`config.mk`:
```
export PLATFORM = sky130hd
export DESIGN_NAME = rtc_irq_ctrl_flat
export DESIGN_NICKNAME = d
export VERILOG_FILES = /design/src/rtl/rtc_irq_ctrl_if.sv /design/src/rtl/rtc_irq_ctrl.sv /design/src/flat_wrapper.sv
export SDC_FILE = /design/constraint.sdc
export NUM_CORES = 1
export LEC_CHECK = 0
export CORE_MARGIN = 3
export CORE_UTILIZATION = 40
export DETAILED_ROUTE_END_ITERATION = 16
export PLACE_DENSITY_LB_ADDON = 0.1
export SLEW_MARGIN = 20
export SYNTH_ARGS = -nofsm -noshare
export SYNTH_HDL_FRONTEND = slang
export SYNTH_SLANG_ARGS = --single-unit
```
`constraint.sdc`:
```
create_clock -name CLK_14M -period 3.8 [get_ports CLK_14M]
set_clock_uncertainty 0.2 [all_clocks]
set_input_delay 0.76 -clock CLK_14M [delete_from_list [all_inputs] [get_ports CLK_14M]]
set_output_delay 0.76 -clock CLK_14M [all_outputs]
set_load 0.01 [all_outputs]
```
`src/rtl/rtc_irq_ctrl_if.sv`:
```
// CPU-side soft-switch bus for the interrupt status/enable block.
// One access is taken on the first cen cycle of each strobe assertion. The access happens at the
// clock edge where strobe & cen are high and strobe was low on the previous cen cycle. dout holds
// the read data from the clock cycle after that edge.
interface rtc_irq_ctrl_if;
  logic       cen;
  logic [7:0] addr;
  logic [7:0] din;
  logic       rw;
  logic       strobe;
  logic [7:0] dout;

  modport master (
    output cen,
    output addr,
    output din,
    output rw,
    output strobe,
    input  dout
  );

  modport slave (
    input  cen,
    input  addr,
    input  din,
    input  rw,
    input  strobe,
    output dout
  );
endinterface

```
`src/rtl/rtc_irq_ctrl.sv`:
```
// IIgs interrupt status/enable registers ($C023/$C032/$C041/$C046/$C047) latching clock-chip
// ticks and VGC scanline/VBL pulses into status bits, with a level irq and overrun counters.
module rtc_irq_ctrl #(
  parameter int SAT_MAX = 7
) (
  input  logic             CLK_14M,
  input  logic             reset_n,
  rtc_irq_ctrl_if.slave    bus,
  input  logic             onesecond_irq,
  input  logic             qtrsecond_irq,
  input  logic             scanline_irq,
  input  logic             vbl_irq,
  output logic             irq,
  output logic [2:0]       sec_overrun,
  output logic [2:0]       qtr_overrun
);

  localparam logic [2:0] OV_SAT = 3'(SAT_MAX);

  localparam logic [7:0] ADDR_VGCINT  = 8'h23;
  localparam logic [7:0] ADDR_VGCCLR  = 8'h32;
  localparam logic [7:0] ADDR_INTEN   = 8'h41;
  localparam logic [7:0] ADDR_INTFLAG = 8'h46;
  localparam logic [7:0] ADDR_INTCLR  = 8'h47;

  logic       r_strobe_q;
  logic       r_en_sec;
  logic       r_en_scan;
  logic [4:0] r_inten;
  logic       r_sts_sec;
  logic       r_sts_scan;
  logic       r_sts_qtr;
  logic       r_sts_vbl;
  logic [2:0] r_sec_ov;
  logic [2:0] r_qtr_ov;
  logic [7:0] r_dout;
  logic       r_irq;

  logic       w_access;
  logic       w_rd;
  logic       w_wr;
  logic       w_wr_vgcint;
  logic       w_wr_vgcclr;
  logic       w_wr_inten;
  logic       w_wr_intclr;
  logic       w_en_qtr;
  logic       w_en_vbl;
  logic       w_set_sec;
  logic       w_set_scan;
  logic       w_set_qtr;
  logic       w_set_vbl;
  logic       w_clr_sec;
  logic       w_clr_scan;
  logic       w_clr_qv;
  logic       w_irq_vgc;
  logic       w_irq_next;
  logic [7:0] w_rd_data;
  logic       w_unused_din;

  // Edge detect is tracked in the cen domain, so a strobe held across many cen cycles gives one access.
  assign w_access = bus.strobe & bus.cen & ~r_strobe_q;
  assign w_rd     = w_access &  bus.rw;
  assign w_wr     = w_access & ~bus.rw;

  assign w_wr_vgcint = w_wr & (bus.addr == ADDR_VGCINT);
  assign w_wr_vgcclr = w_wr & (bus.addr == ADDR_VGCCLR);
  assign w_wr_inten  = w_wr & (bus.addr == ADDR_INTEN);
  assign w_wr_intclr = w_wr & (bus.addr == ADDR_INTCLR);

  assign w_en_qtr = r_inten[4];
  assign w_en_vbl = r_inten[3];

  assign w_set_sec  = onesecond_irq & r_en_sec;
  assign w_set_scan = scanline_irq  & r_en_scan;
  assign w_set_qtr  = qtrsecond_irq & w_en_qtr;
  assign w_set_vbl  = vbl_irq       & w_en_vbl;

  // $C032 clears on 0 bits; $C047 clears regardless of data.
  assign w_clr_sec  = w_wr_vgcclr & ~bus.din[6];
  assign w_clr_scan = w_wr_vgcclr & ~bus.din[5];
  assign w_clr_qv   = w_wr_intclr;

  assign w_irq_vgc  = (r_sts_sec & r_en_sec) | (r_sts_scan & r_en_scan);
  assign w_irq_next = w_irq_vgc | (r_sts_qtr & w_en_qtr) | (r_sts_vbl & w_en_vbl);

  assign w_unused_din = &{1'b0, bus.din[7], bus.din[3], bus.din[0]};

  // A software clear zeroes the counter even when a set pulse arrives in the same cycle.
  function automatic logic [2:0] ov_next(input logic [2:0] cur, input logic set,
                                         input logic sts, input logic clr);
    logic [2:0] nxt;
    nxt = cur;
    if (clr)
      nxt = 3'd0;
    else if (set && sts && (cur != OV_SAT))
      nxt = cur + 3'd1;
    return nxt;
  endfunction

  always_comb begin
    w_rd_data = r_dout;
    case (bus.addr)
      ADDR_VGCINT:  w_rd_data = {w_irq_vgc, r_sts_sec, r_sts_scan, 2'b00, r_en_sec, r_en_scan, 1'b0};
      ADDR_VGCCLR:  w_rd_data = 8'h00;
      ADDR_INTEN:   w_rd_data = {3'b000, r_inten};
      ADDR_INTFLAG: w_rd_data = {3'b000, r_sts_qtr, r_sts_vbl, 3'b000};
      ADDR_INTCLR:  w_rd_data = 8'h00;
      default:      w_rd_data = r_dout;
    endcase
  end

  always_ff @(posedge CLK_14M or negedge reset_n) begin
    if (!reset_n) begin
      r_strobe_q <= 1'b0;
    end else if (bus.cen) begin
      r_strobe_q <= bus.strobe;
    end
  end

  always_ff @(posedge CLK_14M or negedge reset_n) begin
    if (!reset_n) begin
      r_en_sec  <= 1'b0;
      r_en_scan <= 1'b0;
      r_inten   <= 5'd0;
    end else begin
      if (w_wr_vgcint) begin
        r_en_sec  <= bus.din[2];
        r_en_scan <= bus.din[1];
      end
      if (w_wr_inten)
        r_inten <= bus.din[4:0];
    end
  end

  // Enable writes never touch status; irq masks by enable instead.
  always_ff @(posedge CLK_14M or negedge reset_n) begin
    if (!reset_n) begin
      r_sts_sec  <= 1'b0;
      r_sts_scan <= 1'b0;
      r_sts_qtr  <= 1'b0;
      r_sts_vbl  <= 1'b0;
      r_sec_ov   <= 3'd0;
      r_qtr_ov   <= 3'd0;
    end else begin
      r_sts_sec  <= w_set_sec  | (r_sts_sec  & ~w_clr_sec);
      r_sts_scan <= w_set_scan | (r_sts_scan & ~w_clr_scan);
      r_sts_qtr  <= w_set_qtr  | (r_sts_qtr  & ~w_clr_qv);
      r_sts_vbl  <= w_set_vbl  | (r_sts_vbl  & ~w_clr_qv);
      r_sec_ov   <= ov_next(r_sec_ov, w_set_sec, r_sts_sec, w_clr_sec);
      r_qtr_ov   <= ov_next(r_qtr_ov, w_set_qtr, r_sts_qtr, w_clr_qv);
    end
  end

  always_ff @(posedge CLK_14M or negedge reset_n) begin
    if (!reset_n) begin
      r_dout <= 8'h00;
      r_irq  <= 1'b0;
    end else begin
      if (w_rd)
        r_dout <= w_rd_data;
      r_irq <= w_irq_next;
    end
  end

  assign bus.dout    = r_dout;
  assign irq         = r_irq;
  assign sec_overrun = r_sec_ov;
  assign qtr_overrun = r_qtr_ov;

endmodule

```
`src/flat_wrapper.sv`:
```
// flat-port wrapper written by rule: the top's interface ports become plain ports
module rtc_irq_ctrl_flat 
#(
  parameter int SAT_MAX = 7
)
  (CLK_14M, reset_n, onesecond_irq, qtrsecond_irq, scanline_irq, vbl_irq, irq, sec_overrun, qtr_overrun, bus_cen, bus_addr, bus_din, bus_rw, bus_strobe, bus_dout);
  rtc_irq_ctrl_if bus_i ();
  input  logic CLK_14M;
  input  logic reset_n;
  input  logic onesecond_irq;
  input  logic qtrsecond_irq;
  input  logic scanline_irq;
  input  logic vbl_irq;
  output logic irq;
  output logic [2:0] sec_overrun;
  output logic [2:0] qtr_overrun;
  input wire logic [$bits(bus_i.cen)-1:0] bus_cen;
  input wire logic [$bits(bus_i.addr)-1:0] bus_addr;
  input wire logic [$bits(bus_i.din)-1:0] bus_din;
  input wire logic [$bits(bus_i.rw)-1:0] bus_rw;
  input wire logic [$bits(bus_i.strobe)-1:0] bus_strobe;
  output wire logic [$bits(bus_i.dout)-1:0] bus_dout;
  assign bus_i.cen = bus_cen;
  assign bus_i.addr = bus_addr;
  assign bus_i.din = bus_din;
  assign bus_i.rw = bus_rw;
  assign bus_i.strobe = bus_strobe;
  assign bus_dout = bus_i.dout;
  rtc_irq_ctrl #(.SAT_MAX(SAT_MAX)) u_core (.CLK_14M(CLK_14M), .reset_n(reset_n), .bus(bus_i), .onesecond_irq(onesecond_irq), .qtrsecond_irq(qtrsecond_irq), .scanline_irq(scanline_irq), .vbl_irq(vbl_irq), .irq(irq), .sec_overrun(sec_overrun), .qtr_overrun(qtr_overrun));
endmodule
```
==> flow_summary.yaml, run 1 <==
die:
  die_h_um: 63.5
  die_w_um: 63.5
  die-area_um2: 4030
  start_util_pct: 42.6
  pin_count: 40
  num_rows: 20
  core_um2: 3100
placed_design:
  io_buffers: 38
  post-dp-hpwl_um: 2240
  place_area_um2: 1750
  gp_congestion: 0.710
  dpl.cell_count: 193
global_route:
  antenna_found_initial: 0
  grtUsageTotal_pct: 15.4
  grt_max_degree: 28
  use_met3_pct: 5.35
  gr-usage-met2_pct: 24.1
  overflow: 0
  use_met1_pct: 20.9
  grt_pass1_vias: 1014
  top_usage_layer: "met2"
  grt_pass1_wl_um: 4890
status:
  outcome: "completed"
worst_hold_path:
  hold_end: "u_core.bus.dout[2]"
  hold_depth: 2
  min_path_type: "reg -> reg"
  hold_start: "u_core.r_inten[2]"
yosys:
  synthXorXnorAreaFrac_pct: 1.33
  synth_seq_cells: 27
  synth_compound_area_share_pct: 6.53
  synth_top_area_cell: "dfrtp_1"
  syn_avg_cell_area_um2: 11.8
  synth_cell_type_count: 30
  synth_top_family_by_area: "simple AND/OR/NAND/NOR gates"
  ys_top_cells_by_area: "dfrtp_1 (51%), mux2i_1 (8.3%), mux2_2 (6.8%)"
  yosysWarnings: 0
  synth_area_um2: 1320
  ys_seq_area_share_pct: 51.1
  synth_top_area_share_pct: 51.1
  synthesis.nets: 141
  synth_cells: 112
  synthAdderAreaFrac_pct: 3.79
  yosys.area_share.simple_pct: 20.9
  synthMuxAreaShare_pct: 15.2
power_and_ir_drop:
  irDropWorstVdd_mv: 0.220
  p_sw_mw: 0.106
  powerDensity_nw_per_um2: 267
  pwr-share-clk_pct: 25.1
  total_power_mw: 0.475
  pwr-share-comb_pct: 11.6
  p_int_mw: 0.370
  power_leakage_nw: 0.846
  p_seq_share_pct: 63.3
  switching_share_pct: 22.2
finish:
  antenna_cells: 0
  syn2layout_area_growth_pct: 34.7
  most-common-layout-cells: "clkdlybuf4s50_1 (38), dfrtp_1 (27), nor2_1 (11), mux2i_1 (11), nand2_1 (10)"
  drive_above_1_share_pct: 10.5
  design_area_um2: 1780
  final_common_cell: "clkdlybuf4s50_1"
  fill_cells: 285
  multi_input_area_um2: 631
  regArea_um2: 676
  final_cells: 197
  final_util_pct: 57.3
  nNetsFinal: 183
critical_path:
  r2r_slack_ns: 1.76
  worstPathMaxFanout: 5
  r2r-end: "u_core.r_inten[0]"
  path_cells: "clkdlybuf4s50_1 -> nor4bb_1 -> and4bb_4 -> mux2_2"
  cp.required_ns: 3.82
  endpoint_kind: "register"
  r2r_cells: 3
  path_class: "in -> reg"
  crit_slowest_cell: "nor4bb_1"
  startpoint_type: "input pin"
  critPathArrivalTime_ns: 2.59
  critical_path.max_stage_delay_ns: 0.59
  r2r_start: "u_core.r_strobe_q"
clock_tree:
  post-cts-setup-buffers: 0
  h-tree-depth: 1
  clock-root-buffer: "clkbuf_4"
  post_cts_resized: 0
  cts_tree: "done"
  clock-sinks: 27
  worstSkewPairLatency_ns: 0.31
  cts_buffer_depth: 2
  cts_hold_buffers: 0
  path_clk_slew_ns: 0.13
  numCtsBuffers: 3
route:
  drcViolationCount: 0
  drtPass1Iterations: 4
  drt-total-wl_um: 2810
  drtIter0Drc: 36
  routedWlPerCell_um: 14.3
  viasPerCell: 5.01
  ant_nets: 0
  vias: 986
sta:
  rsz0062_at_grt: "false"
  worst_slew_pin_slew_ns: 0.630
  hold_violations: 0
  setup_tns_ns: 0
  layout_min_cycle_time_ns: 2.57
  relSlewSlack_pct: 57.4
  timing.final.crit_share_pct: 67.7
  finalMaxSlewViolations: 0
  max_clock_freq_mhz: 389
  setup-violations-final: 0
job:
  maxCapViolCount: 0
## per-layer routing
metal,vias to the layer above,wire length [µm],part of all wire (%)
li1,495,-,-
met1,463,1320,47
met2,26,1300,46
met3,2,171,6.1
met4,0,18,0.64
met5,-,0,0
## stage by stage
step | setup slack, ns | hold slack (ns)
6_report | 1.23 | 0.326
5_1_grt | 1.08 | 0.354
4_1_cts | 1.21 | 0.324
3_5_place_dp | 0.853 | 0.286
3_3_place_gp | 0.879 | 0.264
2_1_floorplan | 1.49 | 0.246
## registers in the layout (all words and copies together) (netlist names)
name and count:
u_core.bus.dout 8, u_core.r_inten 5, u_core.qtr_overrun 3, u_core.sec_overrun 3, u_core.irq 1, u_core.r_en_scan 1
u_core.r_en_sec 1, u_core.r_strobe_q 1, u_core.r_sts_qtr 1, u_core.r_sts_scan 1, u_core.r_sts_sec 1, u_core.r_sts_vbl 1
## cell families (layout without fill, tap and decap cells)
logic type	Yosys count	in the layout
fa+ha+maj	4	4
buf+inv	3	44
mux	19	19
flops	27	27
xor+xnor	2	2
simple gates	44	44
compound gates	13	13
## worst max-delay path by stage
stage / startpoint / end / cells past startpoint
2_1_floorplan: bus_addr[4] / u_core.r_inten[0] / 3
3_3_place_gp: bus_cen / u_core.r_inten[2] / 4
3_5_place_dp: bus_cen / u_core.r_inten[0] / 4
4_1_cts: bus_cen / u_core.r_inten[0] / 4
5_1_grt: bus_addr[0] / u_core.bus.dout[4] / 5
6_report: bus_cen / u_core.r_inten[0] / 4
## critical path, delay by kind of cell
family	cells	cell delay (ns)
and+or+nand+nor	2	0.98
buffers and inverters	1	0.50
muxes	1	0.35
## cell type report
class | instances | area share (%)
Clock buffer | 4 | 1.48
Inverter | 1 | 0.211
Multi-Input combinational cell | 82 | 35.4
Sequential cell | 27 | 38.0
Tap cell | 44 | 3.09
Timing Repair Buffer | 39 | 21.8
## power by group through the flow
stage	Clock (mW)	Combinational, mW	Sequential, mW
floorplan	0	0.0142	0.305
global placement	0	0.0542	0.306
detailed placement	0	0.0556	0.306
CTS	0.125	0.0560	0.301
finish	0.120	0.0551	0.301
global route	0.135	0.0610	0.302
## Yosys cell counts (all sizes together)
master  count
mux2i      11
nor2       11
mux2        8
a22o        3
nand4b      1
nand2      10
or4b        1
xor2        2
and4        1
and4b       1
buf         1
o21ai       7
o21a        1
nor4bb      1
nand4       1
dfrtp      27
and4bb      2
a211oi      1
ha          4
or3         1
clkbuf      1
inv         1
and2        3
nor3b       4
nor4b       3
a221o       1
or3b        1
nand3       3
No activity file was read; power rests on OpenSTA's default activity.
==> run 2: changes to the inputs <==
Clock period 3.8 ns to 2.5 ns, I/O delays scaled along.
==> flow_summary.yaml, run 2 (same netlist as run 1, synthesis figures left out) <==
status:
  outcome: "completed"
clock_tree:
  clock-root-buffer: "clkbuf_4"
  cts_tree: "done"
  worstSkewPairLatency_ns: 0.31
  cts_buffer_depth: 2
  post-cts-setup-buffers: 0
  path_clk_slew_ns: 0.13
  numCtsBuffers: 3
  post_cts_resized: 0
  h-tree-depth: 1
  clock-sinks: 27
  cts_hold_buffers: 0
critical_path:
  r2r_start: "u_core.r_strobe_q"
  startpoint_type: "input pin"
  r2r-end: "u_core.r_inten[4]"
  r2r_slack_ns: 0.64
  endpoint_kind: "register"
  r2r_cells: 4
  cp.required_ns: 2.51
  path_class: "in -> reg"
  worstPathMaxFanout: 5
  critPathArrivalTime_ns: 2.23
die:
  pin_count: 40
  die_h_um: 63.5
  start_util_pct: 42.6
  core_um2: 3100
  num_rows: 20
  die-area_um2: 4030
  die_w_um: 63.5
sta:
  layout_min_cycle_time_ns: 2.22
  finalMaxSlewViolations: 0
  setup-violations-final: 0
  rsz0062_at_grt: "false"
  max_clock_freq_mhz: 451
  worst_slew_pin_slew_ns: 0.383
  finalWorstSetupSlack_ns: 0.284
  relSlewSlack_pct: 74.1
  whs_ns: 0.297
  timing.final.crit_share_pct: 88.6
  hold_violations: 0
finish:
  final_cells: 207
  design_area_um2: 1870
  nNetsFinal: 193
  final_common_cell: "clkdlybuf4s50_1"
  antenna_cells: 0
  largest_register_ffs: 8
  syn2layout_area_growth_pct: 41.3
  drive_above_1_share_pct: 16.0
  most-common-layout-cells: "clkdlybuf4s50_1 (38), dfrtp_1 (27), nor2_1 (11), mux2i_1 (11)"
worst_hold_path:
  hold_start: "u_core.r_inten[1]"
  hold_end: "u_core.bus.dout[1]"
  hold_depth: 2
  min_path_type: "reg -> reg"
global_route:
  overflow: 0
  antenna_found_initial: 0
  grt_max_degree: 28
  grt_pass1_vias: 1084
  grtUsageTotal_pct: 15.2
  grt_pass1_wl_um: 4950
route:
  drcViolationCount: 0
  vias: 1039
  viasPerCell: 5.02
  drtIter0Drc: 23
  drtPass1Iterations: 4
  ant_nets: 0
  routedWlPerCell_um: 13.1
  drt-total-wl_um: 2720
power_and_ir_drop:
  power_leakage_nw: 0.896
  powerDensity_nw_per_um2: 389
  irDropWorstVdd_mv: 0.382
  switching_share_pct: 21.7
  p_sw_mw: 0.158
  p_int_mw: 0.569
  p_seq_share_pct: 62.9
  pwr-share-comb_pct: 12.7
  pwr-share-clk_pct: 24.5
placed_design:
  gp_congestion: 0.745
  io_buffers: 38
  dpl.cell_count: 203
  place_area_um2: 1840
  post-dp-hpwl_um: 2190
  pre_cts_ws_ns: -0.0648
job:
  maxCapViolCount: 0
-- run 2: cell types whose count changed in the layout (fill, tap and decap cells not counted) --
cell and delta:
buf_12 +1, buf_4 +9
-- run 2: per-stage QoR --
step	power, mW	utilization, %	setup TNS [ns]
floorplan	0.486	-	0
global placement	0.555	59.3	-0.0624
detailed placement	0.558	59.3	-0.281
CTS	0.739	60.2	0
global route	0.767	60.2	0
finish	0.727	60.2	0
-- run 2: cell type report --
| type | count | area (µm²) |
|---|---|---|
| tap | 44 | 55.1 |
| inverter | 1 | 3.75 |
| timing repair buffer | 49 | 475 |
| sequential | 27 | 676 |
| fill | 292 | 1240 |
| multi-input combinational | 82 | 631 |
| clock buffer | 4 | 26.3 |
-- run 2: power groups by stage --
stage	sequential (mW)	combinational, mW	clock, mW
global route	0.459	0.102	0.206
floorplan	0.464	0.0216	0
finish	0.457	0.0922	0.178
detailed placement	0.465	0.0929	0
global placement	0.465	0.0903	0
CTS	0.457	0.0934	0.189
-- run 2: layer usage --
metal  global-route usage (%)  share of wire [%]  vias to the layer above
li1                         -                  -                      513
met1                     19.8                 44                      499
met2                     24.5                 48                       25
met3                     4.81                6.7                        2
met4                     3.77               0.63                        0
met5                        0                  0                        -
-- run 2: worst max-delay path by stage --
| stage | startpoint | endpoint | slack, ns | depth (start not counted) |
|---|---|---|---|---|
| after floorplan | bus_addr[4] | u_core.r_inten[0] | 0.45 | 3 |
| after global placement | bus_addr[4] | u_core.r_inten[2] | -0.01 | 4 |
| after detailed placement | bus_addr[4] | u_core.r_inten[4] | -0.06 | 4 |
| after CTS | bus_addr[4] | u_core.r_inten[4] | 0.28 | 4 |
| after global routing | bus_addr[0] | u_core.r_inten[0] | 0.22 | 5 |
| final | bus_addr[4] | u_core.r_inten[4] | 0.28 | 4 |
-- run 2: worst max-delay path: stages --
cell	delay, ns
clkdlybuf4s50_1	0.43
or4b_4	0.57
and4bb_4	0.38
mux2_2	0.34
==> run 3: changes to the inputs <==
--- a/constraint.sdc
+++ b/constraint.sdc
@@ -3,3 +3,3 @@
 set_input_delay 0.5 -clock CLK_14M [delete_from_list [all_inputs] [get_ports CLK_14M]]
 set_output_delay 0.5 -clock CLK_14M [all_outputs]
-set_load 0.01 [all_outputs]
+set_load 0.05 [all_outputs]
==> results of run 3 <==
Same layout as run 2 (identical final DEF). Status: completed.
Main changes from that run: setup slack after layout 0.284 ns -> 0.246 ns; start point of the critical path bus_addr[4] -> u_core.sec_overrun[0]; end point of the critical path u_core.r_inten[4] -> sec_overrun[0]; total power 0.727 mW -> 0.736 mW
